==> src/rtl/jk_counter_pkg.sv <==
// Shared definitions for the JK-cell counter: JK opcodes and the excitation mux.
package jk_counter_pkg;

  // {J,K} opcodes as seen by a JK flip-flop cell
  localparam logic [1:0] JK_HOLD   = 2'b00;
  localparam logic [1:0] JK_RESET  = 2'b01;
  localparam logic [1:0] JK_SET    = 2'b10;
  localparam logic [1:0] JK_TOGGLE = 2'b11;

  // Excitation for one bit, built as a 2:1 mux selected by the current bit.
  // A cell at 0 can only need a set (J=next); a cell at 1 can only need a
  // clear (K=~next). This is why J=K=1 can never be produced.
  function automatic logic [1:0] calc_jk(input logic q_bit, input logic next_bit);
    return q_bit ? {1'b0, ~next_bit} : {next_bit, 1'b0};
  endfunction

endpackage

==> src/rtl/jk_ff_cell.sv <==
// Behavioural JK flip-flop with asynchronous active-low reset.
module jk_ff_cell
  import jk_counter_pkg::*;
(
  input  logic clk,
  input  logic rst_n,
  input  logic j,
  input  logic k,
  output logic q,
  output logic qbar
);

  // JK storage: hold / set / clear / toggle on the rising edge
  // NOTE: sequential state uses non-blocking (<=) so every cell samples the
  // pre-edge values of its neighbours, exactly like real flip-flops.
  always_ff @(posedge clk or negedge rst_n) begin
    if (!rst_n) begin
      q <= 1'b0;
    end else begin
      case ({j, k})
        JK_HOLD:  q <= q;
        JK_SET:   q <= 1'b1;
        JK_RESET: q <= 1'b0;
        default:  q <= ~q;
      endcase
    end
  end

  assign qbar = ~q;

endmodule

==> src/rtl/jk_mux_sync_counter.sv <==
// Mod-MODULUS synchronous up/down counter with parallel load, built from
// per-bit JK cells driven by a 2:1-mux excitation network.
module jk_mux_sync_counter
  import jk_counter_pkg::*;
#(
  parameter int WIDTH   = 4,
  parameter int MODULUS = 10
) (
  input  logic             clk,
  input  logic             rst_n,
  input  logic             en,
  input  logic             up_dn,
  input  logic             load,
  input  logic [WIDTH-1:0] load_val,
  output logic [WIDTH-1:0] q,
  output logic             tc,
  output logic             load_err,
  output logic [WIDTH-1:0] jk_j,
  output logic [WIDTH-1:0] jk_k
);

  localparam logic [WIDTH-1:0] Q_MAX   = WIDTH'(MODULUS - 1);
  // One extra bit so MODULUS == 2**WIDTH is representable for the load check
  localparam logic [WIDTH:0]   MOD_EXT = (WIDTH + 1)'(MODULUS);

  logic [WIDTH-1:0] q_next;
  logic [WIDTH-1:0] qbar;
  logic             illegal_load;
  logic             q_is_zero;
  logic             q_is_max;

  assign q_is_zero = &qbar;
  assign q_is_max  = (q == Q_MAX);

  // Next-state select: legal load, rejected load (hold), count up, count down, hold
  // NOTE: every output of this block gets a default first, so no path leaves
  // a signal unassigned and no latch is inferred.
  always_comb begin
    q_next       = q;
    illegal_load = 1'b0;
    if (load) begin
      if ({1'b0, load_val} < MOD_EXT) begin
        q_next = load_val;
      end else begin
        illegal_load = 1'b1;
      end
    end else if (en) begin
      if (up_dn) begin
        q_next = q_is_max ? '0 : q + 1'b1;
      end else begin
        q_next = q_is_zero ? Q_MAX : q - 1'b1;
      end
    end
  end

  // Per-bit excitation mux feeding one JK cell each
  for (genvar i = 0; i < WIDTH; i++) begin : g_bit
    assign {jk_j[i], jk_k[i]} = calc_jk(q[i], q_next[i]);

    jk_ff_cell u_cell (
      .clk   (clk),
      .rst_n (rst_n),
      .j     (jk_j[i]),
      .k     (jk_k[i]),
      .q     (q[i]),
      .qbar  (qbar[i])
    );
  end

  // Terminal count: high in the cycle before a wrap in the current direction
  assign tc = en & ~load & ((up_dn & q_is_max) | (~up_dn & q_is_zero));

  // Rejected-load flag, one cycle after each illegal load request
  always_ff @(posedge clk or negedge rst_n) begin
    if (!rst_n) begin
      load_err <= 1'b0;
    end else begin
      load_err <= illegal_load;
    end
  end

endmodule
==> config.mk <==
export PLATFORM = sky130hd
export DESIGN_NAME = jk_mux_sync_counter
export DESIGN_NICKNAME = d
export VERILOG_FILES = /design/src/rtl/jk_counter_pkg.sv /design/src/rtl/jk_ff_cell.sv /design/src/rtl/jk_mux_sync_counter.sv
export SDC_FILE = /design/constraint.sdc
export NUM_CORES = 1
export LEC_CHECK = 0
export CORE_MARGIN = 8
export CORE_UTILIZATION = 42
export CTS_CLUSTER_DIAMETER = 80
export CTS_CLUSTER_SIZE = 16
export DETAILED_ROUTE_END_ITERATION = 10
export PLACE_DENSITY = 0.8
export SKIP_LAST_GASP = 1
export SYNTH_ARGS = -nofsm -noshare
export SYNTH_HDL_FRONTEND = slang
export SYNTH_SLANG_ARGS = --single-unit
==> constraint.sdc <==
create_clock -name clk -period 2.29 [get_ports clk]
set_input_delay 0.229 -clock clk [delete_from_list [all_inputs] [get_ports clk]]
set_output_delay 0.229 -clock clk [all_outputs]
set_load 0.005 [all_outputs]
==> qor.txt <==
Status - complete, but fails checks
Failing checks - negative setup slack
Compound-gate portion of the synthesized area - 0.216
Cell occurring most often along the worst timing path - buf_4
Total global routing overflow - 0
Cell with the largest stage delay on the worst path - dfrtp_1
CTS clock-pin slew for the worst setup and hold paths - 50 ps
Sequential share of the synthesized area - 0.162
Xor and xnor area share after synthesis - 0.0227
Worst setup slack for register-to-register paths - -220 ps
Final Hold Violating Endpoints - 0
Area Overhead vs Synth - 84.4%
Total number of vias - 935
Width of the chip - 58.8 um
Total of endpoints with negative setup slack in the final report - 11
Clock tree skew after final layout - 2.04 ps
Type of the worst min-delay path - primary input to asynchronous set/reset pin
Number of antenna violations at the first check in global routing - 0
Data required time at the worst endpoint - 2420 ps
Start-to-end type of the worst setup path - flip-flop to flip-flop
IR drop worst, VDD - 813 uV
DRC violations left - 0
Die ar. - 3460 um2
Share of the clock period used by the worst path - 1.10
Diode insertion count for antenna repair - 0
Worst slack at placement - -367 ps
Buf/Inv on CP - 7
TritonCTS buffer count - 3
Capturing element type of the critical path - flip-flop
Last weighted congestion value of the routability-driven placer - 0.856
Clock tree from TritonCTS - yes
Slew margin rel. - 0.641
Number of nets at the end of the flow - 169
Cells after synthesis - 93
Total routed wirelength - 3.04 mm
Worst Setup Start Kind - flip-flop
Setup repair after global routing missed its margin - yes
Total global-route track usage - 0.160
Final Non-Filler Cells - 168
Source of the worst register-to-register timing path - g_bit[0].u_cell.q
Insertion delay of the later-clocked pin in the worst-skew pair - 260 ps
Warnings from Yosys - 0
Synth Register Bits - 5
Timing-limited maximum frequency - 398 MHz
Standard-cell row count - 15
Detailed Place HPWL - 1.62 mm
Post-Route Utilization - 0.823
Total power per unit cell area - 1260 nW/um2
Top-level port count - 23
Post-synthesis instance area - 771 um2
Initial core utilization - 0.446
Routed wire per std cell - 18.1 um
Endpoint of the worst-slack reg-to-reg timing path - g_bit[2].u_cell.q
Pin count of the biggest net entering global routing - 10
List of cells traversed by the critical path - inv_2 -> buf_4 -> buf_4 -> ha_2 -> mux2_4 -> a21oi_4 -> o31ai_4 -> buf_4 -> buf_4 -> buf_4 -> buf_4 -> ha_2 -> nor3_2 -> a21oi_1
Top delay family on crit path - buffers and inverters
Multiplexer share of the synthesized area - 0.0146
Wire length of the first global-routing pass - 4.20 mm
Clk buf depth - 2
Simple-gate share of the synthesized area - 0.159
Adder-cell share of the synthesized area - 0.260
Number of slew-limit violations in the final report - 0
Leakage Power - 0.637 nW
Register-to-Register Path Depth - 14
Number of nets in the synthesized netlist - 118
Number of global-route vias before repair - 877
CP Data Arrival Time - 2640 ps
Fraction of final layout cells sized beyond drive strength 1 - 0.587
Commonest non-fill, non-tap cell in the layout - buf_4
Vias per cell - 5.57
Largest family of logic cells by synthesized area - adder cells
Number of design-rule violations left by the first detailed-router iteration - 22
Count of input and output buffers - 22
Transition time of the tightest slew-check pin - 535 ps
Slowest stage delay, CP - 360 ps
CORE AREA - 1730 um2
Synth cell types - 30
Max Cap Viol - 0
Die Ht - 58.8 um
Final hold slack - 220 ps
Final ANT Viol Nets - 0
Leading cell types in the layout, fill and taps excluded - 32 x buf_4, 13 x clkdlybuf4s50_1, 12 x ha_2
Syn_area_per_cell - 8.29 um2
DRT Pass-1 Iters - 4
Largest fanout on the critical path - 5
Worst setup slack after layout - -225 ps
Minimum clock period after layout - 2510 ps
Number of filler cells placed in the layout - 107
Number of clock sinks - 5
CTS H-Tree Depth - 1
Placed cell count - 142
Clock root buffer - clkbuf_4
[state kept, by name, summed over array words and instances (netlist names)]
name	count
g_bit.u_cell.q	4
load_err	1
[timing repair]
action,CTS,global route
endpoints found under the setup margin,9,12
hold buffers,0,0
buffers inserted,18,4
resized for setup,63,23
hold endpoints to repair,0,0
cloned,0,0
pin swaps,19,16
[where the power goes]
group	switching (W)	internal (W)
clock network	0.0000496	0.0000667
logic	0.000687	0.000797
registers	0.0000531	0.000130
total	0.000790	0.000994
[synth_stat cells]
cell type,n,area (um2)
ha_1,16,200
buf_4,12,90.1
a21oi_1,8,40.0
o21ai_0,7,35.0
inv_1,6,22.5
nor2_1,6,22.5
dfrtp_1,5,125
nor3_1,5,25.0
nand3_1,4,20.0
a211oi_1,3,22.5
and3_1,2,12.5
a221o_1,1,10.0
a221oi_1,1,8.76
a22oi_1,1,7.51
buf_6,1,11.3
clkbuf_1,1,3.75
mux2_2,1,11.3
nand2_1,1,3.75
nand2b_1,1,6.26
nand3b_1,1,7.51
nor2b_1,1,6.26
o211a_1,1,10.0
o21a_1,1,7.51
o311ai_0,1,8.76
o31a_1,1,8.76
o31ai_1,1,7.51
or3b_1,1,8.76
or4b_1,1,10.0
xnor2_1,1,8.76
xor2_1,1,8.76
[metal layers]
layer,share of wire,track usage
met5,0,0
met3,0.067,0.0435
met1,0.43,0.178
met2,0.48,0.269
met4,0.025,0.0819
[through the flow]
stage          area, um2  power (W)  setup TNS (ps)
3_3_place_gp        1040    0.00106           -1540
4_1_cts             1270    0.00147           -1090
5_1_grt             1420    0.00191           -2150
3_5_place_dp        1040    0.00111           -1900
6_report            1420    0.00178           -1150
2_1_floorplan        771   0.000758               0
[logic make-up (layout without fill, tap and decap cells)]
logic type | count (synthesis) | after routing
AOI/OAI and AO/OA | 26 | 26
xor gates and xnor gates | 2 | 2
adders and majority gates | 16 | 16
buffers and inverters | 20 | 70
DFF | 5 | 5
muxes | 1 | 1
and+or+nand+nor | 23 | 23
[worst max-delay path by stage]
stage | start | to | slack [ps] | cells after the start
after floorplan | g_bit[1].u_cell.q | g_bit[1].u_cell.q | 50 | 8
after global placement | up_dn | jk_k[1] | -280 | 6
after detailed placement | up_dn | jk_k[1] | -370 | 6
after CTS | g_bit[1].u_cell.q | jk_j[1] | -200 | 8
after global routing | g_bit[0].u_cell.q | g_bit[2].u_cell.q | -310 | 15
final | g_bit[0].u_cell.q | g_bit[2].u_cell.q | -220 | 14
[worst register-to-register path, cell delays in order (launching register included)]
cell and delay (ps):
dfrtp_1 360, inv_2 60, buf_4 130, buf_4 150, ha_2 180, mux2_4 280
a21oi_4 170, o31ai_4 100, buf_4 160, buf_4 120, buf_4 120, buf_4 120
ha_2 170, nor3_2 190, a21oi_1 70
[final cells by class]
type	instances	area [um2]	share of cell area
inverters	6	22.5	0.0158
multi-input cells	68	711	0.500
clock buffers	4	26.3	0.0185
repair buffers	60	505	0.356
well taps	25	31.3	0.0220
flip-flops and latches	5	125	0.0880
Power figures use the tool's default switching activity.
